--- config.mk ---
export PLATFORM = sky130hd
export DESIGN_NAME = y_out_ctrl
export DESIGN_NICKNAME = d
export VERILOG_FILES = /design/src/rtl/y_out_ctrl.sv
export SDC_FILE = /design/constraint.sdc
export NUM_CORES = 1
export LEC_CHECK = 0
export ABC_CLOCK_PERIOD_IN_PS = 5700
export CAP_MARGIN = 20
export CORE_MARGIN = 3
export CORE_UTILIZATION = 50
export CTS_BUF_LIST = sky130_fd_sc_hd__clkbuf_16
export DETAILED_ROUTE_END_ITERATION = 8
export GPL_ROUTABILITY_DRIVEN = 0
export GPL_TIMING_DRIVEN = 0
export PLACE_DENSITY_LB_ADDON = 0.1
export SLEW_MARGIN = 20
export SYNTH_ARGS = -nofsm -noshare
export SYNTH_HDL_FRONTEND = slang
export SYNTH_SLANG_ARGS = --single-unit
export TNS_END_PERCENT = 10
--- constraint.sdc ---
create_clock -name clk -period 5.7 [get_ports clk]
set_input_delay 1.14 -clock clk [delete_from_list [all_inputs] [get_ports clk]]
set_output_delay 1.14 -clock clk [all_outputs]
set_load 0.03 [all_outputs]
--- src/rtl/y_out_ctrl.sv ---
`default_nettype none
// ============================================================================
// Module   : y_out_ctrl
// Brief    : Output adder sequencer for y = group_sum + xD. Buffers the early
//            xD stream, pairs each group_sum with the oldest xD, issues pairs
//            to fixed-latency FP16 lane adders, predicts result arrival with a
//            shift register and lands results in a credit-protected FIFO.
// Revision : 1.0 - initial release
// ============================================================================
module y_out_ctrl #(
    parameter  int DW        = 16,
    parameter  int H_TILE    = 1,
    parameter  int P_TILE    = 1,
    parameter  int A_LAT     = 11,
    parameter  int XD_DEPTH  = 4,
    parameter  int OUT_DEPTH = 16,
    localparam int W         = H_TILE * P_TILE * DW
) (
    input  logic         clk,
    input  logic         rstn,
    // xD stream
    input  logic         xd_valid_i,
    output logic         xd_ready_o,
    input  logic [W-1:0] xd_i,
    // group_sum stream
    input  logic         gs_valid_i,
    output logic         gs_ready_o,
    input  logic [W-1:0] gs_i,
    // adder lanes
    output logic         add_valid_o,
    output logic [W-1:0] add_a_o,
    output logic [W-1:0] add_b_o,
    input  logic         add_valid_i,
    input  logic [W-1:0] add_sum_i,
    // y stream
    output logic         y_valid_o,
    input  logic         y_ready_i,
    output logic [W-1:0] y_o,
    // status
    output logic         busy_o,
    output logic         err_o
);

    // ------------------------------------------------------------------------
    // Derived constants
    // ------------------------------------------------------------------------
    localparam int c_XD_AW   = $clog2(XD_DEPTH);
    localparam int c_OUT_AW  = $clog2(OUT_DEPTH);
    localparam int c_CNT_W   = c_OUT_AW + 1;
    localparam int c_OCC_W   = c_CNT_W + 1;
    localparam int c_BLANK_W = $clog2(A_LAT + 2);

    localparam logic [c_BLANK_W-1:0] c_BLANK_INIT = c_BLANK_W'(A_LAT + 1);
    localparam logic [c_BLANK_W-1:0] c_BLANK_ONE  = c_BLANK_W'(1);
    localparam logic [c_XD_AW:0]     c_XD_PTR_ONE = (c_XD_AW + 1)'(1);
    localparam logic [c_OUT_AW:0]    c_OUT_PTR_ONE = (c_OUT_AW + 1)'(1);
    localparam logic [c_CNT_W-1:0]   c_CNT_ONE    = c_CNT_W'(1);
    localparam logic [c_OCC_W-1:0]   c_OCC_LIMIT  = c_OCC_W'(OUT_DEPTH);

    // ------------------------------------------------------------------------
    // Declarations
    // ------------------------------------------------------------------------
    logic [c_BLANK_W-1:0] r_blank_cnt;
    logic                 w_blanking;

    logic [W-1:0]         r_xd_mem [XD_DEPTH];
    logic [c_XD_AW:0]     r_xd_wr_ptr;
    logic [c_XD_AW:0]     r_xd_rd_ptr;
    logic                 w_xd_empty;
    logic                 w_xd_full;
    logic                 w_xd_push;
    logic [W-1:0]         w_xd_head;

    logic [W-1:0]         r_out_mem [OUT_DEPTH];
    logic [c_OUT_AW:0]    r_out_wr_ptr;
    logic [c_OUT_AW:0]    r_out_rd_ptr;
    logic [c_CNT_W-1:0]   w_out_count;
    logic                 w_out_empty;
    logic                 w_out_full;
    logic                 w_out_push;
    logic                 w_out_pop;

    logic [c_CNT_W-1:0]   r_inflight;
    logic [c_OCC_W-1:0]   w_occ;
    logic                 w_credit_ok;

    logic                 w_gs_ready;
    logic                 w_issue;
    logic                 r_add_valid;
    logic [W-1:0]         r_add_a;
    logic [W-1:0]         r_add_b;

    logic                 w_pred;
    logic                 w_ret;
    logic                 w_timing_err;
    logic                 w_ovf_err;
    logic                 r_err;

    // ------------------------------------------------------------------------
    // Blanking: after reset the adder pipeline is not cleared, so anything it
    // emits during the first A_LAT+1 cycles is stale and must be ignored.
    // ------------------------------------------------------------------------
    assign w_blanking = (r_blank_cnt != '0);

    // Blanking counter: loaded on reset, counts down to zero and stays there
    always_ff @(posedge clk) begin
        if (!rstn) begin
            r_blank_cnt <= c_BLANK_INIT;
        end else if (w_blanking) begin
            r_blank_cnt <= r_blank_cnt - c_BLANK_ONE;
        end
    end

    // ------------------------------------------------------------------------
    // xD FIFO (no bypass: a word written at T is first visible at T+1)
    // ------------------------------------------------------------------------
    assign w_xd_empty = (r_xd_wr_ptr == r_xd_rd_ptr);
    assign w_xd_full  = (r_xd_wr_ptr[c_XD_AW] != r_xd_rd_ptr[c_XD_AW]) &&
                        (r_xd_wr_ptr[c_XD_AW-1:0] == r_xd_rd_ptr[c_XD_AW-1:0]);
    assign w_xd_push  = xd_valid_i && !w_xd_full;
    assign w_xd_head  = r_xd_mem[r_xd_rd_ptr[c_XD_AW-1:0]];
    assign xd_ready_o = !w_xd_full;

    // xD storage write
    always_ff @(posedge clk) begin
        if (w_xd_push) begin
            r_xd_mem[r_xd_wr_ptr[c_XD_AW-1:0]] <= xd_i;
        end
    end

    // xD pointers: push on accepted xD, pop on every issue
    always_ff @(posedge clk) begin
        if (!rstn) begin
            r_xd_wr_ptr <= '0;
            r_xd_rd_ptr <= '0;
        end else begin
            if (w_xd_push) begin
                r_xd_wr_ptr <= r_xd_wr_ptr + c_XD_PTR_ONE;
            end
            if (w_issue) begin
                r_xd_rd_ptr <= r_xd_rd_ptr + c_XD_PTR_ONE;
            end
        end
    end

    // ------------------------------------------------------------------------
    // Credit: a slot is reserved at issue time, so buffered + in-flight
    // results can never exceed the output FIFO capacity.
    // ------------------------------------------------------------------------
    assign w_occ       = {1'b0, w_out_count} + {1'b0, r_inflight};
    assign w_credit_ok = (w_occ < c_OCC_LIMIT);

    // Readiness is built only from registered state
    assign w_gs_ready = !w_blanking && !w_xd_empty && w_credit_ok;
    assign w_issue    = gs_valid_i && w_gs_ready;
    assign gs_ready_o = w_gs_ready;

    // Issue register: one-cycle strobe, operands hold between issues
    always_ff @(posedge clk) begin
        if (!rstn) begin
            r_add_valid <= 1'b0;
            r_add_a     <= '0;
            r_add_b     <= '0;
        end else begin
            r_add_valid <= w_issue;
            if (w_issue) begin
                r_add_a <= gs_i;
                r_add_b <= w_xd_head;
            end
        end
    end

    assign add_valid_o = r_add_valid;
    assign add_a_o     = r_add_a;
    assign add_b_o     = r_add_b;

    // ------------------------------------------------------------------------
    // Prediction: the issue strobe delayed by exactly A_LAT cycles marks the
    // slot in which the adder result is due.
    // ------------------------------------------------------------------------
    generate
        if (A_LAT == 1) begin : g_pred_lat1
            logic r_pred;

            // Single-stage prediction delay
            always_ff @(posedge clk) begin
                if (!rstn) begin
                    r_pred <= 1'b0;
                end else begin
                    r_pred <= r_add_valid;
                end
            end

            assign w_pred = r_pred;
        end else begin : g_pred_latn
            logic [A_LAT-1:0] r_pred_sr;

            // Multi-stage prediction shift register
            always_ff @(posedge clk) begin
                if (!rstn) begin
                    r_pred_sr <= '0;
                end else begin
                    r_pred_sr <= {r_pred_sr[A_LAT-2:0], r_add_valid};
                end
            end

            assign w_pred = r_pred_sr[A_LAT-1];
        end
    endgenerate

    // The FIFO write is driven by the prediction, never by the adder's valid
    assign w_ret        = w_pred && !w_blanking;
    assign w_timing_err = !w_blanking && (add_valid_i != w_pred);
    assign w_ovf_err    = w_ret && w_out_full;

    // In-flight counter: +1 on issue, -1 on predicted return
    always_ff @(posedge clk) begin
        if (!rstn) begin
            r_inflight <= '0;
        end else begin
            case ({w_issue, w_ret})
                2'b10:   r_inflight <= r_inflight + c_CNT_ONE;
                2'b01:   r_inflight <= r_inflight - c_CNT_ONE;
                default: r_inflight <= r_inflight;
            endcase
        end
    end

    // ------------------------------------------------------------------------
    // Output FIFO
    // ------------------------------------------------------------------------
    assign w_out_count = r_out_wr_ptr - r_out_rd_ptr;
    assign w_out_empty = (r_out_wr_ptr == r_out_rd_ptr);
    assign w_out_full  = (r_out_wr_ptr[c_OUT_AW] != r_out_rd_ptr[c_OUT_AW]) &&
                         (r_out_wr_ptr[c_OUT_AW-1:0] == r_out_rd_ptr[c_OUT_AW-1:0]);
    assign w_out_push  = w_ret && !w_out_full;
    assign w_out_pop   = !w_out_empty && y_ready_i;

    // Result storage write
    always_ff @(posedge clk) begin
        if (w_out_push) begin
            r_out_mem[r_out_wr_ptr[c_OUT_AW-1:0]] <= add_sum_i;
        end
    end

    // Output pointers: push on predicted return, pop on y handshake
    always_ff @(posedge clk) begin
        if (!rstn) begin
            r_out_wr_ptr <= '0;
            r_out_rd_ptr <= '0;
        end else begin
            if (w_out_push) begin
                r_out_wr_ptr <= r_out_wr_ptr + c_OUT_PTR_ONE;
            end
            if (w_out_pop) begin
                r_out_rd_ptr <= r_out_rd_ptr + c_OUT_PTR_ONE;
            end
        end
    end

    // Head is masked while empty so stale storage never shows on y_o
    assign y_valid_o = !w_out_empty;
    assign y_o       = w_out_empty ? '0 : r_out_mem[r_out_rd_ptr[c_OUT_AW-1:0]];

    // ------------------------------------------------------------------------
    // Status
    // ------------------------------------------------------------------------
    // Sticky error: adder timing mismatch or a push into a full FIFO
    always_ff @(posedge clk) begin
        if (!rstn) begin
            r_err <= 1'b0;
        end else if (w_timing_err || w_ovf_err) begin
            r_err <= 1'b1;
        end
    end

    assign err_o  = r_err;
    assign busy_o = !w_xd_empty || (r_inflight != '0) || !w_out_empty || w_blanking;

endmodule
`default_nettype wire

# --- Word-level counts from Yosys, hierarchy flattened ---
# Memories as Yosys holds them, arrays and structs flattened. A register that Yosys moved wholly into a read port is not among the register bits.
# Cells that the tools add are included.
word_totals:
  register_bits: 54
  latchBits: 0
  ram_bits: 320
  mem_bits_ro: 0
  input_bits: 54
  output_inout_bits: 54
  wordCells: 63
  mem_count: 2
mem_list:
  columns: ["memory", "depth", "width", "rd", "rd_ports_with_merged_regs", "wr", "line", "rtl"]
  rows:
  - ["r_out_mem", 16, 16, 1, 1, 1, "74", "logic [W-1:0] r_out_mem [OUT_DEPTH];"]
  - ["r_xd_mem", 4, 16, 1, 1, 1, "66", "logic [W-1:0] r_xd_mem [XD_DEPTH];"]
classes:
  addsub: 9
  mul: 0
  div: 0
  order_cmp: 1
  n_eq_ne: 9
  n_shift: 0
  mux: 8
  bitwise_logic: 0
  reduce_logical: 24
ops:
  columns: ["operator", "n"]
  rows:
  - ["$mux W16", 1]
  - ["$add A5 B1 Y5 const B", 3]
  - ["$logic_and A1 B1 Y1", 11]
  - ["$pmux W5 S2", 1]
  - ["$mux W4", 2]
  - ["$add A3 B1 Y3 const B", 2]
  - ["$add A5 B5 Y6", 1]
  - ["$logic_not A1 Y1", 6]
  - ["$lt A6 B5 Y1 const B", 1]
  - ["$eq A5 B5 Y1", 1]
  - ["$reduce_bool A5 Y1", 1]
  - ["$sub A5 B1 Y5 const B", 1]
  - ["$sub A5 B5 Y5", 1]
  - ["$eq A4 B4 Y1", 1]
  - ["$logic_or A1 B1 Y1", 4]
  - ["$mux W1", 4]
  - ["$reduce_bool A4 Y1", 1]
  - ["$sub A4 B1 Y4 const B", 1]
  - ["$eq A3 B3 Y1", 1]
  - ["$ne A1 B1 Y1", 3]
  - ["$eq A2 B1 Y1 const B", 1]
  - ["$eq A2 B2 Y1", 1]
  - ["$eq A2 B2 Y1 const B", 1]
  - ["$reduce_bool A2 Y1", 1]

# --- Logic depth before layout (Yosys ltp) ---
# Gate-level depths: netlist (run 1).
logic_depth:
  ltp_word: 7
  ltp_mapped: 19

# --- Worst setup path before layout (run 1) ---
# No wires, ideal clock.
synth_path:
  path_type: "reg-to-reg"
  startpoint: "register r_out_wr_ptr[0]"
  endpoint: "register r_inflight[4]"
  arrival_ns: 4.050
  path_slack_ns: 1.532
  path_stages_with_launch: 19
  period_less_slack_ns: 4.168
  path_cell_list: "dfxtp_1 > inv_1 > ha_1 > inv_1 > fa_1 > a21o_1 > a21oi_1 > xnor2_1 > ha_1 > or3_1 > a311oi_2 > nand3_1 > ha_1 > ha_1 > nor2b_1 > o21ai_0 > a21oi_1 > or3b_2 > mux2i_1"
synth_between:
  elab_chain_cells: 7
synth_rtl:
  columns: ["element", "line", "rtl"]
  rows:
  - ["start: declaration", "75", "logic [c_OUT_AW:0] r_out_wr_ptr;"]
  - ["start signal: assignment", "253", "r_out_wr_ptr <= r_out_wr_ptr + c_OUT_PTR_ONE;"]
  - ["$sub A5 B5 Y5 *", "232", "assign w_out_count = r_out_wr_ptr - r_out_rd_ptr;"]
  - ["$add A5 B5 Y6 *", "150", "assign w_occ = {1'b0, w_out_count} + {1'b0, r_inflight};"]
  - ["$lt A6 B5 Y1 *", "151", "assign w_credit_ok = (w_occ < c_OCC_LIMIT);"]
  - ["$logic_and A1 B1 Y1 *", "154", "assign w_gs_ready = !w_blanking && !w_xd_empty && w_credit_ok;"]
  - ["$logic_and A1 B1 Y1 *", "155", "assign w_issue = gs_valid_i && w_gs_ready;"]
  - ["$eq A2 B1 Y1 / $eq A2 B2 Y1 (equally long branches)", "221", "case ({w_issue, w_ret})"]
  - ["$pmux W5 S2 / $reduce_bool A2 Y1 (equally long branches)", null, null]
  - ["end signal: assignment", "222", "2'b10: r_inflight <= r_inflight + c_CNT_ONE;"]
  - ["end signal: assignment", "223", "2'b01: r_inflight <= r_inflight - c_CNT_ONE;"]
  - ["end signal: assignment", "224", "default: r_inflight <= r_inflight;"]
  - ["end: declaration", "83", "logic [c_CNT_W-1:0] r_inflight;"]
# Every way passes the cells marked *; elsewhere a longest branch is shown, timed or not.
# A chain may end at the register's enable or synchronous reset.

# --- Final worst setup path (run 1) ---
layout_path:
  startpoint: "register r_out_wr_ptr[0]"
  endpoint: "output port gs_ready_o"
layout_between:
  elab_chain_cells: 4
layout_rtl:
  columns: ["element", "line", "rtl"]
  rows:
  - ["$sub A5 B5 Y5", "232", null]
  - ["$add A5 B5 Y6", "150", null]
  - ["$lt A6 B5 Y1", "151", null]
  - ["$logic_and A1 B1 Y1", "154", null]
  - ["end: declaration", "27", "output logic gs_ready_o,"]
# No other way between the ends.

==> results of run 1 <==
[layout make-up]
cell class | count | share of cell area (%)
inverters | 17 | 0.3424
repair buffers | 127 | 7.016
clock inverters | 28 | 1.222
multi-input cells | 404 | 22.18
well taps | 390 | 2.619
flip-flops and latches | 394 | 59.51
clock buffers | 43 | 5.774
plain buffers | 43 | 1.329
[per-layer routing]
layer	wire length [um]	track usage (%)
met4	691	4.723
met5	20	0
met3	1746	4.107
met2	15870	32.71
met1	13190	24.85
[state kept, by name (all words and copies together) (netlist names), named ones only]
| name | flops |
|---|---|
| add_a_o | 16 |
| r_xd_mem | 64 |
| r_inflight | 5 |
| r_xd_wr_ptr | 3 |
| r_out_rd_ptr | 5 |
| g_pred_latn.r_pred_sr | 11 |
| r_out_mem | 256 |
| r_xd_rd_ptr | 3 |
| err_o | 1 |
| r_blank_cnt | 4 |
| add_valid_o | 1 |
| r_out_wr_ptr | 5 |
| add_b_o | 16 |
[placed cells by master (no fill, tap or decap), types with 4 or more instances in the layout]
| master | n |
|---|---|
| edfxtp_1 | 320 |
| buf_8 | 11 |
| nand2_1 | 46 |
| clkdlybuf4s50_1 | 107 |
| nand3_1 | 6 |
| and2_1 | 17 |
| o21ai_0 | 4 |
| xnor2_1 | 14 |
| mux2i_1 | 33 |
| buf_1 | 6 |
| buf_2 | 9 |
| clkbuf_1 | 20 |
| buf_4 | 11 |
| ha_1 | 24 |
| a21oi_1 | 15 |
| clkbuf_16 | 43 |
| a21oi_2 | 30 |
| nand2_2 | 30 |
| nand2b_1 | 4 |
| dfxtp_1 | 74 |
| a21o_1 | 4 |
| nor2_2 | 12 |
| nor3_2 | 4 |
| nand4_1 | 5 |
| inv_1 | 30 |
| mux4_1 | 5 |
| clkinv_1 | 5 |
| mux4_2 | 75 |
| o22ai_1 | 16 |
| nor2_1 | 26 |
| xor2_1 | 8 |
| bufinv_16 | 4 |
[through the flow]
step / total power, mW / setup slack, ns
6_report: 5.857 / 0.6019
3_3_place_gp: 3.357 / 1.131
3_5_place_dp: 3.362 / 1.139
4_1_cts: 5.920 / 0.5690
2_1_floorplan: 3.268 / 1.532
5_1_grt: 6.048 / 0.4011
[power by group]
| part | internal (mW) | switching, mW |
|---|---|---|
| logic | 0.0620 | 0.0848 |
| registers | 3.14 | 0.0116 |
| clock network | 1.54 | 1.02 |
[path summary, 6_finish.rpt]
| kind | from | endpoint | cells after the start | slack [ns] |
|---|---|---|---|---|
| setup / recovery | r_out_wr_ptr[0] | gs_ready_o | 12 | 0.60 |
| hold / removal | g_pred_latn.r_pred_sr[5] | g_pred_latn.r_pred_sr[6] | 1 | 0.43 |
| setup reg to reg | r_out_wr_ptr[0] | r_inflight[4] | 18 | 1.16 |
| hold reg to reg | g_pred_latn.r_pred_sr[5] | g_pred_latn.r_pred_sr[6] | 1 | 0.43 |
[worst max-delay path: cells and delay by family, from the launching register on]
family / cells / cell delay [ns]
buf+inv: 3 / 0.87
fa+ha+maj: 3 / 0.80
compound gates: 3 / 0.72
simple gates: 2 / 0.56
flops: 1 / 0.36
xor+xnor: 1 / 0.14
[cell families (layout without fill, tap and decap cells)]
family,Yosys count,after routing
simple gates,165,165
xor+xnor,23,23
flops,394,394
fa+ha+maj,26,26
buf+inv,60,258
compound gates,77,77
mux,113,113
==> impl_metrics.json, run 1 <==
{
  "coreArea_sq_um": 30110,
  "fmax_mhz": 196.2,
  "area_delta_synth_final_pct": 20.34,
  "finalWirelength_mm": 31.51,
  "ctsRootBufferMaster": "clkbuf_16",
  "outcome": "finished clean",
  "clk_path_buf_depth": 3,
  "rsz0062_at_grt": "false",
  "synth_seq_area_share_pct": 71.62,
  "synth_top_family_by_area": "multiplexers",
  "antenna_found_initial": 1,
  "final_core_util_pct": 61.89,
  "skew_ns": 0.01726,
  "finalCritPeriodShare_pct": 89.44,
  "synthAdderAreaFrac_pct": 2.198,
  "wl_per_cell_um": 21.79,
  "cts.clk_slew.worst_paths_ns": 0.06,
  "ff_latch_area_sq_um": 11090,
  "synth_compound_area_share_pct": 3.603,
  "synth_top_cell_by_area": "edfxtp_1",
  "p_leak_nw": 5.977,
  "fill_cells": 2195,
  "yosys-top-cells-count": "edfxtp_1 (320), mux4_2 (75), dfxtp_1 (74), nand2_1 (46), nor2_1 (38)",
  "synth_fp_nets": 938,
  "io_pins": 108,
  "path_cells": "inv_1 -> ha_1 -> inv_1 -> fa_1 -> a21o_1 -> a21oi_1 -> xnor2_1 -> ha_1 -> or3_1 -> a311oi_2 -> and2_1 -> clkdlybuf4s50_1",
  "num_rows": 63,
  "placed_area_sq_um": 17330,
  "grtUsageTotal_pct": 19.00,
  "synth.top_cell.area_share_pct": 62.05,
  "crit_slowest_cell": "clkdlybuf4s50_1",
  "die_width_um": 182.0,
  "drv_slew": 0,
  "dpl.hpwl_mm": 21.39,
  "ys_ff_latch": 394,
  "holdWs_ns": 0.4308,
  "final_cells": 1446,
  "drt_iter0_markers": 550,
  "grt_max_degree": 18,
  "yosysUniqueCellTypes": 47,
  "cp_data_required_time_ns": 4.56,
  "power-per-cell-area_nw_per_um2": 314.3,
  "synth.avg_cell_area_sq_um": 18.05,
  "synth-edff-count": 320,
  "start_util_pct": 51.43,
  "yosysWarnings": 0,
  "grt_pass1_wl_mm": 47.98,
  "hp-class": "flop to flop",
  "finalSetupViolations": 0,
  "grt_pass1_vias": 8217,
  "timing.slew.headroom_pct": 33.48,
  "min_period_ns": 5.098,
  "multi_input_area_sq_um": 4134,
  "via_per_inst": 5.477,
  "synthCells": 858,
  "n_antenna_cell": 0,
  "cts_setup_buffers": 0,
  "grt-ovfl-total": 0,
  "ctsHoldBuffers": 0,
  "clock_sinks": 394,
  "drc": 0,
  "cts-buffers-inserted": 41,
  "postSynth.asyncResetShare_pct": 0,
  "finalHoldViolCount": 0,
  "final.setup.tns_ns": 0,
  "synth_area_sq_um": 15490,
  "drive_gt1_share_pct": 23.20,
  "drtAntennaViolNets": 0,
  "peakVddDrop_mv": 0.2547,
  "yosysMostFrequentCell": "edfxtp_1",
  "die_area_sq_um": 33120,
  "synth.area.top_cells": "edfxtp_1 (62%), mux4_2 (11%), dfxtp_1 (9.6%)",
  "path_class": "flop to primary output",
  "die_h_um": 182.0,
  "yosys_most_used_dff": "edfxtp_1",
  "max-cap-violations": 0,
  "muxShareOfSynthArea_pct": 13.89,
  "synth_xor_xnor_area_share_pct": 1.349,
  "synthSimpleGateAreaFrac_pct": 5.332,
  "clock_latency_ns": 0.52,
  "final_nets": 1108,
  "dp.cells": 1375,
  "cp.arrival_ns": 3.96,
  "crit_path_max_incr_delay_ns": 0.69,
  "fin_area_sq_um": 18640,
  "startpoint_type": "flop",
  "cts_tree": "done",
  "endpoint_kind": "primary output",
  "worstPathMaxFanout": 5,
  "cts-htree-levels": 2,
  "ctsResizeCount": 0,
  "firstDrtPassIters": 5,
  "num_vias": 7920,
  "tightest_slew_ns": 0.9979,
  "port_buffers": 107
}
Power figures use the tool's default switching activity.
==> inputs of run 2 (changes only) <==
--- a/config.mk
+++ b/config.mk
@@ -6,7 +6,7 @@
 export NUM_CORES = 1
 export LEC_CHECK = 0
 export ABC_CLOCK_PERIOD_IN_PS = 5700
-export CAP_MARGIN = 20
+export CAP_MARGIN = 10
 export CORE_MARGIN = 3
 export CORE_UTILIZATION = 50
 export CTS_BUF_LIST = sky130_fd_sc_hd__clkbuf_16
==> results of run 2 <==
No change in the layout: final DEF, timing and power equal those of run 1.
